### src/rtl/alu_exec_unit.sv
// Execute-stage ALU: single-cycle logic/arithmetic ops plus an iterative
// shift-add multiplier, with valid/ready handshakes on input and output.
module alu_exec_unit #(
  parameter int WIDTH = 32
) (
  input  logic             clk,
  input  logic             rst_n,
  input  logic             in_valid,
  output logic             in_ready,
  input  logic [3:0]       op,
  input  logic [WIDTH-1:0] a,
  input  logic [WIDTH-1:0] b,
  output logic             out_valid,
  input  logic             out_ready,
  output logic [WIDTH-1:0] result,
  output logic             zero,
  output logic             ovf,
  output logic             bad_op
);

  localparam int CW = (WIDTH > 1) ? $clog2(WIDTH) : 1;
  localparam logic [CW-1:0] CNT_LAST = CW'(WIDTH - 1);

  localparam logic [3:0] OP_AND = 4'b0000;
  localparam logic [3:0] OP_OR  = 4'b0001;
  localparam logic [3:0] OP_ADD = 4'b0010;
  localparam logic [3:0] OP_SUB = 4'b0110;
  localparam logic [3:0] OP_SLT = 4'b0111;
  localparam logic [3:0] OP_NOR = 4'b1100;
  localparam logic [3:0] OP_MUL = 4'b1000;

  typedef enum logic [1:0] {S_IDLE, S_MUL, S_DONE} state_t;

  state_t           state_reg, state_next;
  logic [WIDTH-1:0] result_reg, result_next;
  logic             zero_reg, zero_next;
  logic             ovf_reg, ovf_next;
  logic             bad_reg, bad_next;
  logic [WIDTH-1:0] mcand_reg, mcand_next;
  logic [WIDTH-1:0] mplier_reg, mplier_next;
  logic [WIDTH-1:0] acc_reg, acc_next;
  logic [CW-1:0]    cnt_reg, cnt_next;

  logic             accept;
  logic [WIDTH-1:0] alu_res, sum, diff, mul_sum;
  logic             alu_ovf, alu_bad, is_mul;

  assign in_ready  = (state_reg == S_IDLE) | ((state_reg == S_DONE) & out_ready);
  assign accept    = in_valid & in_ready;
  assign out_valid = (state_reg == S_DONE);
  assign result    = result_reg;
  assign zero      = zero_reg;
  assign ovf       = ovf_reg;
  assign bad_op    = bad_reg;

  assign sum     = a + b;
  assign diff    = a - b;
  assign mul_sum = acc_reg + (mplier_reg[0] ? mcand_reg : '0);

  always_comb begin
    alu_res = '0;
    alu_ovf = 1'b0;
    alu_bad = 1'b0;
    is_mul  = 1'b0;
    case (op)
      OP_AND: alu_res = a & b;
      OP_OR:  alu_res = a | b;
      OP_NOR: alu_res = ~(a | b);
      OP_ADD: begin
        alu_res = sum;
        alu_ovf = (a[WIDTH-1] == b[WIDTH-1]) && (sum[WIDTH-1] != a[WIDTH-1]);
      end
      OP_SUB: begin
        alu_res = diff;
        alu_ovf = (a[WIDTH-1] != b[WIDTH-1]) && (diff[WIDTH-1] != a[WIDTH-1]);
      end
      OP_SLT: alu_res = {{(WIDTH-1){1'b0}}, ($signed(a) < $signed(b))};
      OP_MUL: is_mul  = 1'b1;
      default: alu_bad = 1'b1;
    endcase
  end

  always_comb begin
    state_next  = state_reg;
    result_next = result_reg;
    zero_next   = zero_reg;
    ovf_next    = ovf_reg;
    bad_next    = bad_reg;
    mcand_next  = mcand_reg;
    mplier_next = mplier_reg;
    acc_next    = acc_reg;
    cnt_next    = cnt_reg;

    case (state_reg)
      S_MUL: begin
        acc_next    = mul_sum;
        mcand_next  = mcand_reg << 1;
        mplier_next = mplier_reg >> 1;
        cnt_next    = cnt_reg + 1'b1;
        // Always runs the full WIDTH iterations; no early exit on mplier==0.
        if (cnt_reg == CNT_LAST) begin
          state_next  = S_DONE;
          result_next = mul_sum;
          zero_next   = (mul_sum == '0);
          ovf_next    = 1'b0;
          bad_next    = 1'b0;
        end
      end
      S_DONE: begin
        if (out_ready && !in_valid) state_next = S_IDLE;
      end
      default: ;
    endcase

    // Accept overrides the drain-to-IDLE so back-to-back ops stay in DONE.
    if (accept) begin
      if (is_mul) begin
        state_next  = S_MUL;
        mcand_next  = a;
        mplier_next = b;
        acc_next    = '0;
        cnt_next    = '0;
      end else begin
        state_next  = S_DONE;
        result_next = alu_res;
        zero_next   = (alu_res == '0);
        ovf_next    = alu_ovf;
        bad_next    = alu_bad;
      end
    end
  end

  always_ff @(posedge clk or negedge rst_n) begin
    if (!rst_n) begin
      state_reg  <= S_IDLE;
      result_reg <= '0;
      zero_reg   <= 1'b0;
      ovf_reg    <= 1'b0;
      bad_reg    <= 1'b0;
      mcand_reg  <= '0;
      mplier_reg <= '0;
      acc_reg    <= '0;
      cnt_reg    <= '0;
    end else begin
      state_reg  <= state_next;
      result_reg <= result_next;
      zero_reg   <= zero_next;
      ovf_reg    <= ovf_next;
      bad_reg    <= bad_next;
      mcand_reg  <= mcand_next;
      mplier_reg <= mplier_next;
      acc_reg    <= acc_next;
      cnt_reg    <= cnt_next;
    end
  end

endmodule
### config.mk
export PLATFORM = sky130hd
export DESIGN_NAME = alu_exec_unit
export DESIGN_NICKNAME = d
export VERILOG_FILES = /design/src/rtl/alu_exec_unit.sv
export SDC_FILE = /design/constraint.sdc
export NUM_CORES = 1
export LEC_CHECK = 0
export CORE_ASPECT_RATIO = 1.25
export CORE_UTILIZATION = 45
export DETAILED_ROUTE_END_ITERATION = 12
export MAX_ROUTING_LAYER = met4
export PLACE_DENSITY = 0.61
export RECOVER_POWER = 50
export SYNTH_ARGS = -nofsm -noshare
export SYNTH_HDL_FRONTEND = slang
export SYNTH_SLANG_ARGS = --single-unit
### constraint.sdc
create_clock -name clk -period 4.9 [get_ports clk]
set_clock_uncertainty 0.05 [all_clocks]
set_input_delay 0.98 -clock clk [delete_from_list [all_inputs] [get_ports clk]]
set_output_delay 0.98 -clock clk [all_outputs]
set_load 0.02 [all_outputs]
==> results.md <==
* Maximum VDD drop at 0.0004774 V
* Num ports at roughly 110
* Synth cell types at 84
* ANT nets after route at 0
* CP arrival at 4.99 ns
* Primary FF master, synth: dfrtp_1
* First-pass GRT wire length at 78,430 µm
* P_leak at 7.700 nW
* Drt pass-1 iters at 6
* Worst-path clk slew at 0.07 ns
* Root Buffer: clkbuf_16
* CTS Buffer Depth at 2
* Crit path capture type: register
* Antenna Cells at 0
* Number of max-cap violations at 3
* Slew headroom at -41.73%
* Crit-path most repeated cell: buf_4
* Post-synth ARST share at 100.0%
* Core Region at 29,340 µm²
* DP Wirelength at 39,610 µm
* Initial antenna violation count at 0
* Cts hold-fix bufs at 0
* Final hold vios at 0
* Die width at 156.8 µm
* Pwr dens at 426.5 nW/µm²
* Max Fanout on Critical Path at 3
* Avg Cell Area, Syn at around 7.3 µm²
* Postcts setup bufs at 0
* Placed Area at ~16,000 µm²
* Drt total wl at approximately 51,000 µm
* Initial Utilization at 45.96%
* Die area at between 30,000 and 40,000 µm²
* Clk sinks at 138
* Synthesized flop and latch total at 138
* Post-synth EDFFs at 0
* CTS tree: built
* Avg Vias per Cell at 5.936
* Register area share after synthesis at 25.61%
* Crit path cell chain: clkdlybuf4s50_1 -> inv_1 -> ha_1 -> a211oi_1 -> buf_4 -> nor4_1 -> buf_4 -> nor3_1 -> o21ai_0 -> buf_4 -> a32o_1 -> o31ai_1 -> buf_4 -> nor3b_1 -> or4b_1 -> nor4_2 -> nand4_1 -> o31ai_2
* Commonest cells post-synth: nand2_1, nor2_1, a21oi_1, dfrtp_1, ha_1
* Gr usage total at 34.69%
* Max Fclk at 213.3 MHz
* RSZ-0062 raised after global routing: no
* Die Y at ~200 µm
* Area grow syn2layout at 24.42%
* Worst slew pin tran at ~2.1 ns
* Status: finished, violations left
* Layout cells sized above 1 at 12.78%
* I/O Buffers at around 110
* Share of the synthesized area in the top cell type at 25.61%
* Count leader, synth: nand2_1
* Synth Instances at around 1,800
* Setup TNS at 0 ns
* Pin count of the biggest net entering global routing at 80
* Violated checks: capacitance limit, slew limit
* Max-slew violations at 143
* Synthesized area at roughly 13,000 µm²
* Fin crit share at 95.68%
* Worst setup path class: in -> reg
* # DRC at 0
* Gpl congestion at 0.9895
* DR iter-0 viols at ~1,100
* Post-cts gate resize count at 0
* R2r startpoint: mplier_reg[0]
* Worst Setup SP: a[1]
* CP max-delay cell: clkdlybuf4s50_1
* Clk_lat worst skew at 0.44 ns
* R2R Setup Slk at 0.72 ns
* DR WL/cell at 20.72 µm
* Row count at 70
* Nets at between 2,000 and 2,500
* Fin area at 16,780 µm²
* Setup crit start kind: input port
* Hold_ws at 0.4723 ns
* Hold/Removal Path Class: reg -> reg
* Gr ovfl total at 0
* Worst Hold Launch: acc_reg[4]
* DR vias at between 10,000 and 15,000
* Vias in the first global route at 14,050
* H-tree levels at 4
* Setup violations, final at 0
* Crit path largest cell delay at 0.50 ns
* Fill cell count at around 2,800
* Syn nets at 2,045
* Tmin final at between 4 and 5 ns
* Dominant cells by area after synthesis: dfrtp_1, ha_1, nand2_1, nor2_1, a21oi_1
* Critical Path RT at 5.21 ns
* Num CTS Buffers at 17
* Cell taking the most area after synthesis: dfrtp_1
* Synth warnings at 0
-- layout make-up --
type	instances	area, µm²	share of cell area, %
multi-input combinational	1484	9280	55.31
sequential	138	3453	20.58
timing repair buffer	304	2577	15.36
tap	396	495.5	2.953
clock buffer	17	425.4	2.535
inverter	108	405.4	2.416
clock inverter	15	141.4	0.8427
-- report_power, final --
part / internal [W] / switching, W
logic: 0.00156 / 0.00231
registers: 0.00164 / 0.000336
clock network: 0.000711 / 0.000605
total: 0.00391 / 0.00325
-- worst max-delay path, delay by kind of cell --
family,cells,cell delay [ns]
AND/OR/NAND/NOR,6,1.38
buffers and inverters,6,1.23
AO/OA/AOI/OAI,5,1.10
adder cells (fa/ha/maj),1,0.31
-- layout by cell type (no fill, tap or decap), types with 18 or more instances in the layout --
master	n
o211ai_1	28
nor2_1	214
a221oi_1	18
dlygate4sd3_1	18
nor2b_1	19
a31oi_1	82
a211oi_1	24
o21ai_1	19
ha_1	132
nand2_1	305
clkdlybuf4s50_1	89
o21ai_0	76
and2_1	38
nand3_1	27
nor3_1	35
a21oi_1	142
inv_1	104
dfrtp_1	138
buf_4	191
xnor2_1	22
-- path summary, 6_finish.rpt --
check | endpoint | cells past startpoint
max | zero | 18
max reg2reg | zero | 14
min in group asynchronous | mcand_reg[3] | 1
max in group asynchronous | mcand_reg[10] | 2
min reg2reg | acc_reg[4] | 2
min | acc_reg[4] | 2
-- metal layers --
layer / part of all wire (%) / global-route usage [%] / vias to the layer above
met1: 43 / 43.78 / 7014
met5: 0 / - / -
li1: - / - / 7017
met3: 6.1 / 4.993 / 95
met4: 3.0 / 11.18 / 0
met2: 48 / 56.64 / 488
-- through the flow --
step	worst slack, ns	total power, W	cells	utilization, %
final	0.2118	0.007157	2462	57.19
after global routing	0.01590	0.007662	2462	57.19
after CTS	0.2736	0.007179	2462	57.18
after detailed placement	-0.1742	0.005847	2430	55.25
after global placement	-0.1067	0.005780	2430	55.25
after floorplan	0.7877	0.004398	1838	-
-- cells by family (layout without fill, tap and decap cells) --
kind of cell	count (synthesis)	after routing	share of synthesized area, %
multiplexers	9	9	0.6866
buffers and inverters	216	444	6.114
XOR/XNOR	39	39	2.533
AND/OR/NAND/NOR	746	746	25.13
adder cells (fa/ha/maj)	135	135	12.69
flip-flops	138	138	25.61
AO/OA/AOI/OAI	555	555	27.23
No activity file was read; power rests on OpenSTA's default activity.
